## config.mk

```make
export PLATFORM = sky130hd
export DESIGN_NAME = spike_encoder
export DESIGN_NICKNAME = d
export VERILOG_FILES = /design/src/rtl/spike_encoder.sv
export SDC_FILE = /design/constraint.sdc
export NUM_CORES = 1
export LEC_CHECK = 0
export CORE_MARGIN = 1.5
export CORE_UTILIZATION = 43
export DETAILED_ROUTE_END_ITERATION = 12
export PLACE_DENSITY = 0.78
export SKIP_CTS_REPAIR_TIMING = 1
export SKIP_LAST_GASP = 1
export SLEW_MARGIN = 15
export SYNTH_ARGS = -nofsm -noshare
export SYNTH_HDL_FRONTEND = slang
export SYNTH_SLANG_ARGS = --single-unit
```

## constraint.sdc

```tcl
create_clock -name clk -period 6.4 [get_ports clk]
set_input_delay 0.64 -clock clk [delete_from_list [all_inputs] [get_ports clk]]
set_output_delay 0.64 -clock clk [all_outputs]
set_load 0.05 [all_outputs]
```

## src/rtl/spike_encoder.sv

```systemverilog
// Time-to-first-spike encoder: latches an intensity vector, then emits one
// spike per nonzero channel over a MAX+1 cycle window, followed by a short gap.
module spike_encoder #(
    parameter int unsigned NUM_CH  = 8,
    parameter int unsigned VBITS   = 3,
    parameter int unsigned GAP_CYC = 2
) (
    input  logic                         clk,
    input  logic                         rst_n,
    input  logic                         clear,
    input  logic                         in_valid,
    output logic                         in_ready,
    input  logic [NUM_CH-1:0][VBITS-1:0] values,
    output logic [NUM_CH-1:0]            spikes_out,
    output logic [VBITS-1:0]             time_out,
    output logic                         busy,
    output logic                         window_done,
    output logic [$clog2(NUM_CH+1)-1:0]  spike_cnt
);

    localparam int unsigned CW = $clog2(NUM_CH + 1);
    localparam int unsigned GW = (GAP_CYC > 1) ? $clog2(GAP_CYC) : 1;
    localparam logic [VBITS-1:0] T_MAX    = '1;
    localparam logic [GW-1:0]    GAP_LAST = GW'(GAP_CYC - 1);

    typedef enum logic [1:0] {
        S_IDLE,
        S_ENCODE,
        S_GAP
    } state_e;

    state_e                       state_q, state_d;
    logic [NUM_CH-1:0][VBITS-1:0] vals_q, vals_d;
    logic [VBITS-1:0]             time_q, time_d;
    logic [GW-1:0]                gap_q, gap_d;
    logic [CW-1:0]                cnt_q, cnt_d;
    logic [NUM_CH-1:0]            fire;
    logic [CW-1:0]                fire_cnt;
    logic                         accept;

    assign in_ready    = (state_q == S_IDLE) && !clear;
    assign accept      = in_ready && in_valid;
    assign busy        = (state_q != S_IDLE);
    assign time_out    = time_q;
    assign window_done = (state_q == S_ENCODE) && (time_q == T_MAX);
    assign spikes_out  = fire;
    assign spike_cnt   = cnt_q + fire_cnt;

    // A channel fires when the step reaches MAX - value, so brighter inputs fire first.
    always_comb begin
        fire     = '0;
        fire_cnt = '0;
        for (int unsigned i = 0; i < NUM_CH; i++) begin
            if ((state_q == S_ENCODE) && (vals_q[i] != '0) &&
                ((T_MAX - vals_q[i]) == time_q)) begin
                fire[i] = 1'b1;
            end
            fire_cnt = fire_cnt + CW'(fire[i]);
        end
    end

    always_comb begin
        state_d = state_q;
        vals_d  = vals_q;
        time_d  = time_q;
        gap_d   = gap_q;
        cnt_d   = cnt_q;
        if (clear) begin
            state_d = S_IDLE;
            time_d  = '0;
            gap_d   = '0;
            cnt_d   = '0;
        end else begin
            unique case (state_q)
                S_IDLE: begin
                    if (accept) begin
                        state_d = S_ENCODE;
                        vals_d  = values;
                        time_d  = '0;
                        cnt_d   = '0;
                    end
                end
                S_ENCODE: begin
                    cnt_d = spike_cnt;
                    if (time_q == T_MAX) begin
                        state_d = S_GAP;
                        time_d  = '0;
                        gap_d   = '0;
                    end else begin
                        time_d = time_q + 1'b1;
                    end
                end
                S_GAP: begin
                    if (gap_q == GAP_LAST) begin
                        state_d = S_IDLE;
                        cnt_d   = '0;
                    end else begin
                        gap_d = gap_q + 1'b1;
                    end
                end
                default: state_d = S_IDLE;
            endcase
        end
    end

    always_ff @(posedge clk or negedge rst_n) begin
        if (!rst_n) begin
            state_q <= S_IDLE;
            vals_q  <= '0;
            time_q  <= '0;
            gap_q   <= '0;
            cnt_q   <= '0;
        end else begin
            state_q <= state_d;
            vals_q  <= vals_d;
            time_q  <= time_d;
            gap_q   <= gap_d;
            cnt_q   <= cnt_d;
        end
    end

endmodule

```

Word-level counts from Yosys, hierarchy flattened
Cells that the tools add are included.

operators by class
  $add $sub $neg = 18
  equal/unequal tests = 14
  multiplexer cells = 25
  bitwise operators = 1
  reductions and logical operators = 38

operators with widths
  cell                   number
  $reduce_bool A3 Y1     10
  $eq A3 B3 Y1           8
  $sub A3 B3 Y3 const A  8
  $logic_and A1 B1 Y1    19
  $add A4 B1 Y4          4
  $mux W4                3
  $pmux W4 S3            1
  $mux W1                11
  $mux W3                3
  $ne A3 B3 Y1 const B   3
  $reduce_and A3 Y1      3
  $mux W2                4
  $pmux W2 S3            1
  $pmux W3 S2            1
  $add A3 B1 Y4          1
  $add A4 B4 Y4          1
  $reduce_and A2 Y1      2
  $reduce_bool A4 Y1     1
  $add A2 B1 Y3          1
  $add A3 B1 Y3 const B  1
  $eq A3 B3 Y1 const B   1
  $add A1 B1 Y2          1
  $eq A2 B1 Y1 const B   1
  $eq A2 B2 Y1 const B   1
  6 further kinds        6

storage, ports and cells
  bits in registers = 34
  input port bits = 28
  output and inout bits = 18
  logic and storage cells = 108

Longest topological paths before layout
  depth after elaboration = 14
  depth in mapped cells = 15
  depth with buffers taken out = 14

Least setup slack after synthesis
Ideal clock, no wire load.

  kind = register to output
  start = register time_q[1], in the netlist time_out[1]
  end = output spike_cnt[3]
  arrival time = 5.450 ns
  required time = 5.760 ns
  slack = 0.310 ns
  stages on the path, launching flop included = 14
  buffers on the path = 1
  path through = dfrtp_1 > buf_2 > xnor2_1 > nor3_1 > inv_1 > fa_1 > fa_1 > inv_1 > fa_1 > fa_1 > nand3_1 > a21oi_1 > or2_1 > xnor2_1

on the way
  cells in the longest elaborated chain, start to end = 11
  elaborated cells between the ends (all ways) = 32
  those cells by class = 8 x add/sub; 8 x eq/ne; 8 x mux; 8 x reduce/logical

ends and longest elaborated chain
  element                      line  RTL
  from (decl)                  34    logic [VBITS-1:0] time_q, time_d;
  from (signal assigned)       116   time_q <= time_d;
  $eq A3 B3 Y1                 55    ((T_MAX - vals_q[i]) == time_q)) begin
  $logic_and A1 B1 Y1          54    if ((state_q == S_ENCODE) && (vals_q[i] != '0) &&
  $mux W1                      54
  via spikes_out[0]            14    output logic [NUM_CH-1:0] spikes_out,
  $add A1 B1 Y2                58    fire_cnt = fire_cnt + CW'(fire[i]);
  $add A2 B1 Y3                58
  $add A3 B1 Y4                58
  $add A4 B1 Y4 (4 in series)  58
  $add A4 B4 Y4                47    assign spike_cnt = cnt_q + fire_cnt;
  to (decl)                    18    output logic [$clog2(NUM_CH+1)-1:0] spike_cnt

The timed path passes the listed nets, and every way through them passes these cells.

Worst setup path after layout
  start = register state_q[1]
  end = output spike_cnt[2]

on the way
  cells in the longest elaborated chain, start to end = 12
  elaborated cells between the ends (all ways) = 33
  those cells by class = 8 x add/sub; 1 x eq/ne; 8 x mux; 16 x reduce/logical

ends and longest elaborated chain
  element                            line  RTL
  from (decl)                        32    state_e state_q, state_d;
  from (signal assigned)             114   state_q <= state_d;
  $eq A2 B1 Y1 *                     54
  $logic_and A1 B1 Y1 (2 in series)  54
  $mux W1                            54
  $add A1 B1 Y2                      58
  $add A2 B1 Y3                      58
  $add A3 B1 Y4                      58
  $add A4 B1 Y4 (3 in series)        58
  $add A4 B1 Y4 *                    58
  $add A4 B4 Y4 *                    47

Every way passes the cells marked *; elsewhere a longest branch is shown, timed or not.

==> out/metrics.csv <==
stage;metric;value;unit
outcome;status;complete, no violations;
clock_tree;cts.sinks;34;
placement;placed_cells;278;
worst_setup_path;critPathCaptureType;output pin;
worst_setup_path;worstRegToRegCells;14;
worst_setup_path;path_cells;inv_1 > ha_1 > o21ai_0 > nor2_1 > nand3_1 > fa_1 > fa_1 > inv_1 > fa_1 > fa_1 > fa_1 > xor2_1 > clkdlybuf4s50_1;
sta;rsz0062_at_grt;no;
detailed_routing;wl;4.149;mm
yosys;syn_area_per_cell;10.95;µm²
yosys;synth_common_cells;34 x dfrtp_1, 24 x mux2_2, 14 x nor2_1, 14 x o21ai_0, 13 x inv_1;
yosys;synth_edf_count;0;
yosys;ys_seq_area_share;41.56;%
global_routing;track_usage;17.53;%
cells_and_area;layout.nets;277;
worst_setup_path;path_class;reg2out;
cells_and_area;stdcell_count;286;
floorplan;chipWidth;72.00;µm
yosys;yosysTopAreaCell;dfrtp_1;
floorplan;dieArea;0.005183;mm²
clock_tree;path_clk_slew;0.07;ns
detailed_routing;detail_route.first_pass.iterations;4;
power_and_ir_drop;p_per_area;367.8;mW/mm²
detailed_routing;vias;1510;
floorplan;ios;46;
sta;fin_setup_tns;0;ns
global_routing;grt_pass1_wl;6.982;mm
worst_setup_path;reg2reg_from;state_q[1]$_DFFE_PN0P_;
placement;io_buffers;45;
worst_hold_path;hold_path.class;reg2reg;
global_routing;antenna_found_initial;0;
yosys;ys_types;33;
detailed_routing;top_layer_used;met3;
sta;slew_headroom;58.63;%
sta;worst_pin_slew;0.6206;ns
sta;period_needed;5.721;ns
floorplan;die_y;72.00;µm
detailed_routing;route.detailed.drc;0;
worst_setup_path;crit_arrival;5.08;ns
placement;gp_congestion;0.7632;
detailed_routing;drt_iter0_drc;91;
clock_tree;clk_latency;0.28;ns
worst_setup_path;required;5.76;ns
worst_setup_path;r2r_slack;2.13;ns
global_routing;overflow;0;
job;cap_violations;0;
cells_and_area;regArea;850.8;µm²
sta;period_share;89.39;%
sta;finalSetupViolCount;0;
detailed_routing;dr_wl_met3;189;µm
worst_setup_path;cp-start-kind;register;
worst_setup_path;reg2reg_to;cnt_q[3]$_DFFE_PN0P_;
floorplan;rows;24;
sta;hold_violations;0;
yosys;synth_ff_type;dfrtp_1;
sta;timing.hold.ws;0.5059;ns
clock_tree;root_buffer;clkbuf_8;
power_and_ir_drop;p_leak;0.001144;µW
yosys;synth.most_common_cell;dfrtp_1;
cells_and_area;multi_input_area;0.001102;mm²
cells_and_area;synthToLayoutAreaGrowth;28.55;%
worst_setup_path;timing.critical_path.slowest_stage_cell;clkdlybuf4s50_1;
yosys;synth_nets;231;
cells_and_area;num_antenna_cells;0;
sta;slew_viol_final;0;
cells_and_area;final_layout_size_suffix_gt1_share;14.96;%
worst_hold_path;min_to;cnt_q[1]$_DFFE_PN0P_;
global_routing;grt_max_degree;35;
worst_hold_path;min_from;cnt_q[1]$_DFFE_PN0P_;
yosys;synth-seq-cells;34;
global_routing;grt_pass1_vias;1454;
worst_hold_path;hold-path-cell-count;2;
worst_setup_path;path_common_cell;fa_1;
power_and_ir_drop;total_power;967.7;µW
sta;fmax;0.1748;GHz
detailed_routing;vias_per_cell;5.280;
detailed_routing;met2_length;2.017;mm
clock_tree;cts.path.max_buffers;2;
clock_tree;cts_tree;built;
detailed_routing;drt-met1-wl;1.942;mm
worst_setup_path;slowest_delay;0.82;ns
worst_setup_path;cp.buffers_inverters;3;
yosys;async_flop_share;100.0;%
placement;place_hpwl;3.160;mm
cells_and_area;fillCellCount;396;
yosys;syn-cell-area;0.002047;mm²
yosys;synthCells;187;
floorplan;core_area;0.004474;mm²
sta;clock_skew;0.007522;ns
floorplan;start_util;45.75;%
detailed_routing;wl_per_cell;14.51;µm
yosys;synth_top_area_share;41.56;%
worst_setup_path;crit_family;adder cells;
clock_tree;htreeDepth;2;
clock_tree;cts_buffers;5;
power_and_ir_drop;peakVddDrop;0.2049;mV
worst_setup_path;path_max_fanout;16;
yosys;synthTopCellsByArea;dfrtp_1 42%, mux2_2 13%, ha_1 6.7%;
detailed_routing;antenna_left;0;
yosys;yosysWarningCount;0;
[per-stage QoR]
step | worst slack, ns | utilization (%) | area (µm²)
CTS | 0.6561 | 58.81 | 2631
global placement | 1.132 | 56.43 | 2525
global route | 0.4091 | 58.81 | 2631
finish | 0.6791 | 58.81 | 2631
floorplan | 0.3097 | - | 2047
detailed placement | 0.9725 | 56.43 | 2525
[layout make-up]
| class | instances | share of cell area, % |
|---|---|---|
| Inverter | 13 | 1.854 |
| Timing Repair Buffer | 46 | 17.40 |
| Sequential cell | 34 | 32.33 |
| Clock inverter | 1 | 1.141 |
| Multi-Input combinational cell | 133 | 41.89 |
| Clock buffer | 7 | 2.901 |
| Tap cell | 52 | 2.473 |
[per-layer routing]
layer	up-vias	track usage (%)
li1	738	-
met2	45	26.95
met3	0	4.028
met4	0	4.403
met1	727	25.23
met5	-	0
[tightest hold or removal path: stages (launching register included)]
cell	delay (ns)
dfrtp_1	0.36
nand2_1	0.05
o21ai_0	0.06
[cell families after synthesis]
logic type,count (synthesis),share of synthesized area [%]
xor+xnor,18,7.702
buf+inv,20,4.584
simple gates,41,10.09
mux,25,13.94
compound gates,33,10.51
fa+ha+maj,16,11.61
flops,34,41.56
[state kept, by name, indices dropped and copies added, names as in the netlist]
register and flops:
cnt_q 4, gap_q 1, state_q 2, time_out 3
vals_q 24
[how the worst max path moves through the flow]
stage,cells past startpoint,start,end
6_report,13,state_q[1]$_DFFE_PN0P_,spike_cnt[2]
5_1_grt,15,state_q[1]$_DFFE_PN0P_,spike_cnt[3]
4_1_cts,13,state_q[1]$_DFFE_PN0P_,spike_cnt[2]
3_5_place_dp,15,state_q[1]$_DFFE_PN0P_,spike_cnt[3]
3_3_place_gp,13,state_q[1]$_DFFE_PN0P_,spike_cnt[2]
2_1_floorplan,13,time_out[1]$_DFFE_PN0P_,spike_cnt[3]
[power by group]
part | leakage, µW | internal (µW) | total (µW) | switching (µW)
sequential | 0.000418 | 286 | 346 | 59.8
combinational | 0.000674 | 192 | 432 | 240
clock | 0.0000524 | 116 | 190 | 73.8
total | 0.00114 | 594 | 968 | 373
[cells in the final DEF, fill, tap and decap left out, drive strengths merged, types with 9 or more instances in the layout]
master and count:
clkdlybuf4s50 45, inv 13, xnor2 9, nand2 9
xor2 9, dfrtp 34, o21ai 14, ha 11
nor2 15, mux2 25
Power figures use the tool's default switching activity.
